### config.mk
export PLATFORM = sky130hd
export DESIGN_NAME = param_digital_lock
export DESIGN_NICKNAME = d
export VERILOG_FILES = /design/src/rtl/param_digital_lock.sv
export SDC_FILE = /design/constraint.sdc
export NUM_CORES = 1
export LEC_CHECK = 0
export CAP_MARGIN = 15
export CORE_MARGIN = 8
export CORE_UTILIZATION = 25
export DETAILED_ROUTE_END_ITERATION = 8
export DONT_BUFFER_PORTS = 1
export MAX_ROUTING_LAYER = met4
export PLACE_DENSITY = 0.44
export SYNTH_ARGS = -nofsm -noshare
export SYNTH_HDL_FRONTEND = slang
export SYNTH_SLANG_ARGS = --single-unit
### constraint.sdc
create_clock -name clk -period 2.7 [get_ports clk]
set_input_delay 0.27 -clock clk [delete_from_list [all_inputs] [get_ports clk]]
set_output_delay 0.27 -clock clk [all_outputs]
set_load 0.005 [all_outputs]
### src/rtl/param_digital_lock.sv
// param_digital_lock: debounced keypad lock with attempt counting, timed lockout,
// auto-relock and in-field code reprogramming.
module param_digital_lock #(
    parameter int N_BTN           = 4,
    parameter int CODE_LEN        = 4,
    parameter logic [CODE_LEN*$clog2(N_BTN)-1:0] DEFAULT_CODE = 8'hE4,
    parameter int DEBOUNCE_CYCLES = 1000,
    parameter int MAX_TRIES       = 3,
    parameter int LOCKOUT_CYCLES  = 50000,
    parameter int OPEN_CYCLES     = 100000
) (
    input  logic                           clk,
    input  logic                           rst,
    input  logic [N_BTN-1:0]               button,
    input  logic                           relock,
    input  logic                           prog_en,
    output logic                           unlocked,
    output logic                           lockout,
    output logic                           err,
    output logic                           press,
    output logic [CODE_LEN-1:0]            progress,
    output logic [$clog2(MAX_TRIES+1)-1:0] tries_left
);
    localparam int DW   = $clog2(N_BTN);
    localparam int CW   = $clog2(DEBOUNCE_CYCLES + 2);
    localparam int IW   = $clog2(CODE_LEN + 1);
    localparam int TW   = $clog2(MAX_TRIES + 1);
    localparam int TMAX = LOCKOUT_CYCLES > OPEN_CYCLES ? LOCKOUT_CYCLES : OPEN_CYCLES;
    localparam int MW   = $clog2(TMAX + 1);

    typedef enum logic [2:0] {ENTRY, CHECK, OPEN, PROG, LOCKOUT} state_t;

    logic                   held_q, held_d;
    logic [N_BTN-1:0]       pat_q;
    logic [CW-1:0]          cnt_q, cnt_d, run_w;
    logic                   onehot_w, accept_w;
    logic [DW-1:0]          dig_w;
    state_t                 state_q, state_d;
    logic [CODE_LEN*DW-1:0] code_q, code_d, entry_q, entry_d, shadow_q, shadow_d;
    logic [IW-1:0]          idx_q, idx_d;
    logic [TW-1:0]          tries_q, tries_d;
    logic [MW-1:0]          timer_q, timer_d;
    logic                   err_d, press_d;
    logic [CODE_LEN-1:0]    progress_d;

    assign tries_left = tries_q;

    // run_w is the length of the current run of identical samples, saturating one past the target
    always_comb begin
        run_w    = (button == pat_q) ? cnt_q + CW'(1) : CW'(1);
        cnt_d    = (run_w > CW'(DEBOUNCE_CYCLES)) ? CW'(DEBOUNCE_CYCLES) : run_w;
        onehot_w = (button != '0) && ((button & (button - N_BTN'(1))) == '0);
        accept_w = !held_q && onehot_w && run_w == CW'(DEBOUNCE_CYCLES);
        held_d   = accept_w ? 1'b1 :
                   (held_q && button == '0 && run_w == CW'(DEBOUNCE_CYCLES)) ? 1'b0 : held_q;
        dig_w    = '0;
        for (int i = 0; i < N_BTN; i++)
            if (button[i]) dig_w = DW'(i);
    end

    always_comb begin
        state_d    = state_q;
        code_d     = code_q;
        entry_d    = entry_q;
        shadow_d   = shadow_q;
        idx_d      = idx_q;
        tries_d    = tries_q;
        timer_d    = timer_q + MW'(1);
        err_d      = 1'b0;
        press_d    = 1'b0;
        progress_d = '0;
        case (state_q)
            ENTRY: begin
                if (idx_q == IW'(CODE_LEN)) state_d = CHECK;
                else if (accept_w) begin
                    entry_d[idx_q*DW +: DW] = dig_w;
                    idx_d   = idx_q + IW'(1);
                    press_d = 1'b1;
                end
            end
            CHECK: begin
                idx_d   = '0;
                timer_d = '0;
                if (entry_q == code_q) begin
                    state_d = OPEN;
                    tries_d = TW'(MAX_TRIES);
                end else begin
                    err_d   = 1'b1;
                    tries_d = tries_q - TW'(1);
                    state_d = (tries_q == TW'(1)) ? LOCKOUT : ENTRY;
                end
            end
            LOCKOUT: begin
                if (timer_q == MW'(LOCKOUT_CYCLES - 1)) begin
                    state_d = ENTRY;
                    tries_d = TW'(MAX_TRIES);
                end
            end
            OPEN: begin
                if (relock || (OPEN_CYCLES != 0 && timer_q == MW'(OPEN_CYCLES - 1))) state_d = ENTRY;
                else if (prog_en) state_d = PROG;
            end
            PROG: begin
                // a full shadow commits even if prog_en falls in the same cycle
                if (idx_q == IW'(CODE_LEN)) begin
                    code_d  = shadow_q;
                    idx_d   = '0;
                    state_d = ENTRY;
                end else if (!prog_en) begin
                    idx_d   = '0;
                    timer_d = '0;
                    state_d = OPEN;
                end else if (accept_w) begin
                    shadow_d[idx_q*DW +: DW] = dig_w;
                    idx_d   = idx_q + IW'(1);
                    press_d = 1'b1;
                end
            end
            default: state_d = ENTRY;
        endcase
        for (int i = 0; i < CODE_LEN; i++)
            progress_d[i] = (state_d == ENTRY || state_d == PROG) && idx_d > IW'(i);
    end

    always_ff @(posedge clk) begin
        if (rst) begin
            held_q   <= 1'b0;
            pat_q    <= '0;
            cnt_q    <= '0;
            state_q  <= ENTRY;
            code_q   <= DEFAULT_CODE;
            entry_q  <= '0;
            shadow_q <= '0;
            idx_q    <= '0;
            tries_q  <= TW'(MAX_TRIES);
            timer_q  <= '0;
            unlocked <= 1'b0;
            lockout  <= 1'b0;
            err      <= 1'b0;
            press    <= 1'b0;
            progress <= '0;
        end else begin
            held_q   <= held_d;
            pat_q    <= button;
            cnt_q    <= cnt_d;
            state_q  <= state_d;
            code_q   <= code_d;
            entry_q  <= entry_d;
            shadow_q <= shadow_d;
            idx_q    <= idx_d;
            tries_q  <= tries_d;
            timer_q  <= timer_d;
            unlocked <= state_d == OPEN || state_d == PROG;
            lockout  <= state_d == LOCKOUT;
            err      <= err_d;
            press    <= press_d;
            progress <= progress_d;
        end
    end
endmodule

Yosys cells after proc, flatten, opt, wreduce, memory -nomap -nowiden. Index checks and enable logic that the tools add are counted.

Flip-flop bits (word level): 72. Input bits: 8. Output and inout bits: 10. Word-level logic and storage cells: 108.

Add/subtract/negate cells: 6. $lt $le $gt $ge: 5. Equality and inequality tests: 15. Shift operators: 2. Mux-type cells: 35. Bitwise logic cells: 3. Reductions and logical operators: 26.

Operators by type and width (number): 2-to-1 mux 3 bit (12); 2-to-1 mux 17 bit (2); negation 4 -> 34 bit (1); case mux 17 bit (2 select lines) (1); variable shift 2 x 34 -> 8 bit (first input constant) (1); indexed part select 2 x 34 -> 8 bit (1); 2-to-1 mux 10 bit (2); adder 17 x 1 -> 17 bit (second input constant) (1); equality test 17 x 16 -> 1 bit (second input constant) (1); equality test 17 bit (second input constant) (1); bitwise mux 8 bit (2); case mux 3 bit (5 select lines) (1); equality test 3 x 2 -> 1 bit (second input constant) (4); adder 10 x 1 -> 10 bit (second input constant) (1); equality test 10 bit (second input constant) (1); greater-than comparator 10 bit (second input constant) (1); equality test 3 bit (second input constant) (3); logical AND 1 bit (9); case mux 3 bit (3 select lines) (1); equality test 8 bit (1); logical NOT 4 bit (2); 2-to-1 mux 1 bit (8); 2-to-1 mux 2 bit (4); greater-than comparator 3 x 1 -> 1 bit (second input constant) (2); other kinds (21) (29).

Logic depth before layout (Yosys ltp).
Depth in word-level cells: 12. Mapped depth: 11. Mapped depth without buffers: 9.

Worst setup path before layout. Ideal clock, no wire load.

Kind: register to register. From: register idx_q[0]. To: register progress[1]. Setup time: 91 ps. Data arrival time: 2186 ps. Required time: 2609 ps. Path slack: 423 ps. Cell stages (with the launch flop): 12. Path buffers: 2. Period minus slack after synthesis: 2277 ps. Cells stage by stage: dfxtp_1 -> clkbuf_1 -> inv_1 -> ha_1 -> ha_1 -> clkbuf_1 -> nor2_1 -> o21a_1 -> nand3_1 -> o41ai_2 -> a31oi_1 -> a311oi_1.

Longest elaborated chain between the ends: 7. Elaborated cells between the ends (all ways): 15. Those cells by class: 1 x add/sub; 1 x order compare; 2 x eq/ne; 8 x mux; 3 x reduce/logical.

Ends and longest elaborated chain: start, declared (line 40) `logic [IW-1:0] idx_q, idx_d;`; start signal, assigned (line 150) `idx_q <= idx_d;`; adder 3 x 1 -> 3 bit (line 77, 115); 2-to-1 mux 3 bit (line 75, 113); 2-to-1 mux 3 bit (line 109) `end else if (!prog_en) begin`; 2-to-1 mux 3 bit (line 105) `if (idx_q == IW'(CODE_LEN)) begin`; case mux 3 bit (3 select lines) (line 72) `case (state_q)`; greater-than comparator 3 x 1 -> 1 bit (line 122) `progress_d[i] = (state_d == ENTRY || state_d == PROG) && idx_d > IW'(i);`; logical AND 1 bit * (line 122); end signal, assigned (line 157) `progress <= progress_d;`; end, declared (line 21) `output logic [CODE_LEN-1:0] progress,`.

Mark *: on every way between the ends. The rest lies on a longest branch, timed or not. A chain may end at the register's enable or synchronous reset.

Worst setup path after layout.
From: register cnt_q[4]. To: register progress[1].

Longest elaborated chain between the ends: 10. Elaborated cells between the ends (all ways): 11. Those cells by class: 1 x add/sub; 1 x order compare; 1 x eq/ne; 6 x mux; 2 x reduce/logical.

Ends and longest elaborated chain: start, declared (line 35) `logic [CW-1:0] cnt_q, cnt_d, run_w;`; start signal, assigned (line 145) `cnt_q <= cnt_d;`; adder 10 x 1 -> 10 bit * (line 50) `run_w = (button == pat_q) ? cnt_q + CW'(1) : CW'(1);`; 2-to-1 mux 10 bit * (line 50); equality test 10 bit * (line 53) `accept_w = !held_q && onehot_w && run_w == CW'(DEBOUNCE_CYCLES);`; logical AND 1 bit * (line 53); 2-to-1 mux 3 bit * (line 75, 113); 2-to-1 mux 3 bit (line 109); 2-to-1 mux 3 bit (line 105); case mux 3 bit (3 select lines) * (line 72); greater-than comparator 3 x 1 -> 1 bit * (line 122); logical AND 1 bit * (line 122).

Marks and branches as above.

==> flow_summary_export.csv <==
group,metric,value,unit
timing,layout_min_cycle_time,2520,ps
layout,fillers,1458,
detailed_routing,drc,0,
floorplanning,dieHeight,136,um
critical_path,reg2reg_depth,6,
timing,fin_setup_tns,0,ps
floorplanning,ioPinCount,18,
layout,syn_to_final_growth,14.2,%
power,p_per_area,570,nW/um^2
critical_path,crit_fanout,9,
power,p_leak,0.00145,uW
synthesis,ys_async_sr_fraction,0,%
layout,antennaDiodeCount,0,
placed_design,portBuffers,0,
synthesis,yosysSeqAreaShare,40.2,%
critical_path,worstPathRequired,2920,ps
cts,clock_latency,330,ps
layout,nets,446,
critical_path,crit_path_start,"cnt_q[4]$_SDFF_PP0_",
detailed_routing,antenna_left,0,
synthesis,syn_avg_cell_area,8.32,um^2
critical_path,reg2reg_slack,180,ps
cts,cts.sinks,72,
critical_path,crit_path_start_kind,"flop",
layout,mostFrequentLayoutCells,"dfxtp_1 (72), nor2_1 (40), nand2_1 (37)",
cts,cts_tree,"done",
cts,clock-root-buffer,"clkbuf_16",
cts,cts_max_level,3,
timing,worst_pin_slew,1030,ps
synthesis,synth_top_area_share,40.2,%
synthesis,yosys_warnings,0,
synthesis,synth_top_area_cell,"dfxtp_1",
placed_design,dp_hpwl,6.32,mm
timing,maxSlewViolCount,0,
timing,period_share,93.2,%
timing,skew,6.78,ps
critical_path,endpoint,"progress[1]$_SDFF_PP0_",
floorplanning,rows,43,
synthesis,synthTopCellsByArea,"dfxtp_1 (40%), a21oi_1 (4.7%), nor2_1 (4.2%), xnor2_1 (4.2%), nand3_1 (3.9%)",
global_routing,antenna_found_initial,0,
power,finalPower,2330,uW
floorplanning,core_area,13900,um^2
detailed_routing,viasPerCell,4.92,
cts,cts-buffers-inserted,9,
floorplanning,start_util,25.7,%
floorplanning,dieArea,18400,um^2
power,vdd_drop_max,0.000298,V
placed_design,place_congestion,0.769,
global_routing,grt_pass1_wl,15.0,mm
cts,clk_pin_slew,60,ps
job,drv_cap,0,
synthesis,synth_area,3580,um^2
critical_path,crit_arrival,2730,ps
synthesis,ys.flop_type,"dfxtp_1",
synthesis,synthesis.nets,449,
critical_path,r2r_end,"progress[1]$_SDFF_PP0_",
timing,report.final.setup_viol,0,
detailed_routing,drt_iter0_markers,157,
worst_hold_path,hp-class,"input pin to flop",
timing,slew-limit-headroom,30.8,%
synthesis,ys_types,52,
timing,rsz0062_at_grt,"no",
detailed_routing,firstDrtPassIters,4,
cts,cts_buffer_depth,2,
global_routing,grt_pass1_vias,2829,
synthesis,ys_ff_latch,72,
global_routing,grt_max_degree,26,
layout,final_common_cell,"dfxtp_1",
global_routing,grtUsageTotal,10.5,%
layout,post_route_cells_drive_above_1_share,7.39,%
status,status,"finished clean",
critical_path,reg2reg_from,"cnt_q[4]$_SDFF_PP0_",
detailed_routing,num_vias,3013,
critical_path,cp-end-kind,"flop",
detailed_routing,wl_per_cell,14.9,um
synthesis,synth_cells,431,
detailed_routing,routed_wirelength,9.14,mm
synthesis,synth_edf_count,0,
floorplanning,die_w,136,um
timing,hold_viol_final,0,
timing,fmax,397,MHz
critical_path,critical_path_class,"flop to flop",
global_routing,grt-ovfl-total,0,
## logic make-up after synthesis
kind of cell             after synthesis  share of synthesized area (%)
flip-flops                            72                           40.2
AND/OR/NAND/NOR                      190                           27.9
multiplexers                           2                          0.593
XOR/XNOR                              32                           7.82
AO/OA/AOI/OAI                         89                           15.7
adder cells (fa/ha/maj)               11                           3.77
buffers and inverters                 35                           4.01
## flip-flops by register name, summed over array words and instances (netlist names), 2 cells and up
signal	count
pat_q	4
timer_q	17
code_q	8
tries_left	2
idx_q	3
shadow_q	8
progress	4
cnt_q	10
entry_q	8
state_q	3
## layout make-up
type                            instances  area, um^2  share of cell area (%)
Clock buffer                           11         243                    5.93
Multi-Input combinational cell        324        2010                    49.0
Inverter                               11        41.3                    1.01
Clock inverter                          5        56.3                    1.37
Tap cell                              180         225                    5.50
Timing Repair Buffer                   10        82.6                    2.02
Sequential cell                        72        1440                    35.2
## worst min path at each step
stage | end | slack, ps | cells after the start | start
floorplan | timer_q[0]$_SDFF_PP0_ | 410 | 1 | timer_q[0]$_SDFF_PP0_
finish | err$_SDFF_PP0_ | 10 | 1 | rst
global route | err$_SDFF_PP0_ | 0.6 | 1 | rst
CTS | err$_SDFF_PP0_ | 2 | 1 | rst
detailed placement | pat_q[1]$_SDFF_PP0_ | 340 | 1 | rst
global placement | pat_q[1]$_SDFF_PP0_ | 340 | 1 | rst
## metrics by stage
step | instance area [um^2] | worst slack (ps) | hold WS (ps) | instances | util [%]
6_report | 4100 | 184 | 10.8 | 613 | 29.4
5_1_grt | 4100 | 2.72 | 0.579 | 613 | 29.4
4_1_cts | 4080 | 214 | 2.21 | 612 | 29.3
3_5_place_dp | 3750 | 275 | 344 | 593 | 26.9
3_3_place_gp | 3750 | 150 | 344 | 593 | 26.9
2_1_floorplan | 3580 | 423 | 413 | 431 | -
## what timing repair did
action                                  in CTS  in global routing
gates resized for setup                      0                  1
endpoints found under the hold margin       25                  0
buffers inserted                             0                  1
hold buffers                                 3                  0
endpoints found under the setup margin       0                  3
## Yosys cell counts (all sizes together), types with 3 or more instances
| master | n |
|---|---|
| or3 | 4 |
| nor2 | 40 |
| a31oi | 3 |
| nor4 | 10 |
| clkbuf | 19 |
| inv | 11 |
| nor2b | 4 |
| and3 | 15 |
| buf | 5 |
| o211ai | 5 |
| dfxtp | 72 |
| a21oi | 34 |
| nand2b | 4 |
| nand3 | 28 |
| a311oi | 3 |
| and4 | 4 |
| nand2 | 37 |
| o2111ai | 3 |
| xnor2 | 17 |
| nor3 | 11 |
| xor2 | 15 |
| ha | 10 |
| o21a | 3 |
| a211oi | 3 |
| nand4 | 21 |
| o21ai | 23 |
## per-layer routing
metal / up-vias / track usage (%) / wire length, um
met5: - / - / 0
met4: 0 / 4.69 / 205
met3: 16 / 2.11 / 296
met2: 50 / 15.7 / 4070
met1: 1403 / 13.4 / 4570
li1: 1544 / - / -
## critical path: stages, from the launching register on
cell	delay, ps
dfxtp_1	400
or3b_2	480
a21oi_1	270
o2111ai_1	240
nor4_1	470
nand3_1	180
a311oi_1	360
## power by group
group	total, uW	internal, uW	switching [uW]
Clock	1190	739	454
Sequential	1080	1070	4.93
Combinational	63.7	21.5	42.3
Power figures use the tool's default switching activity.
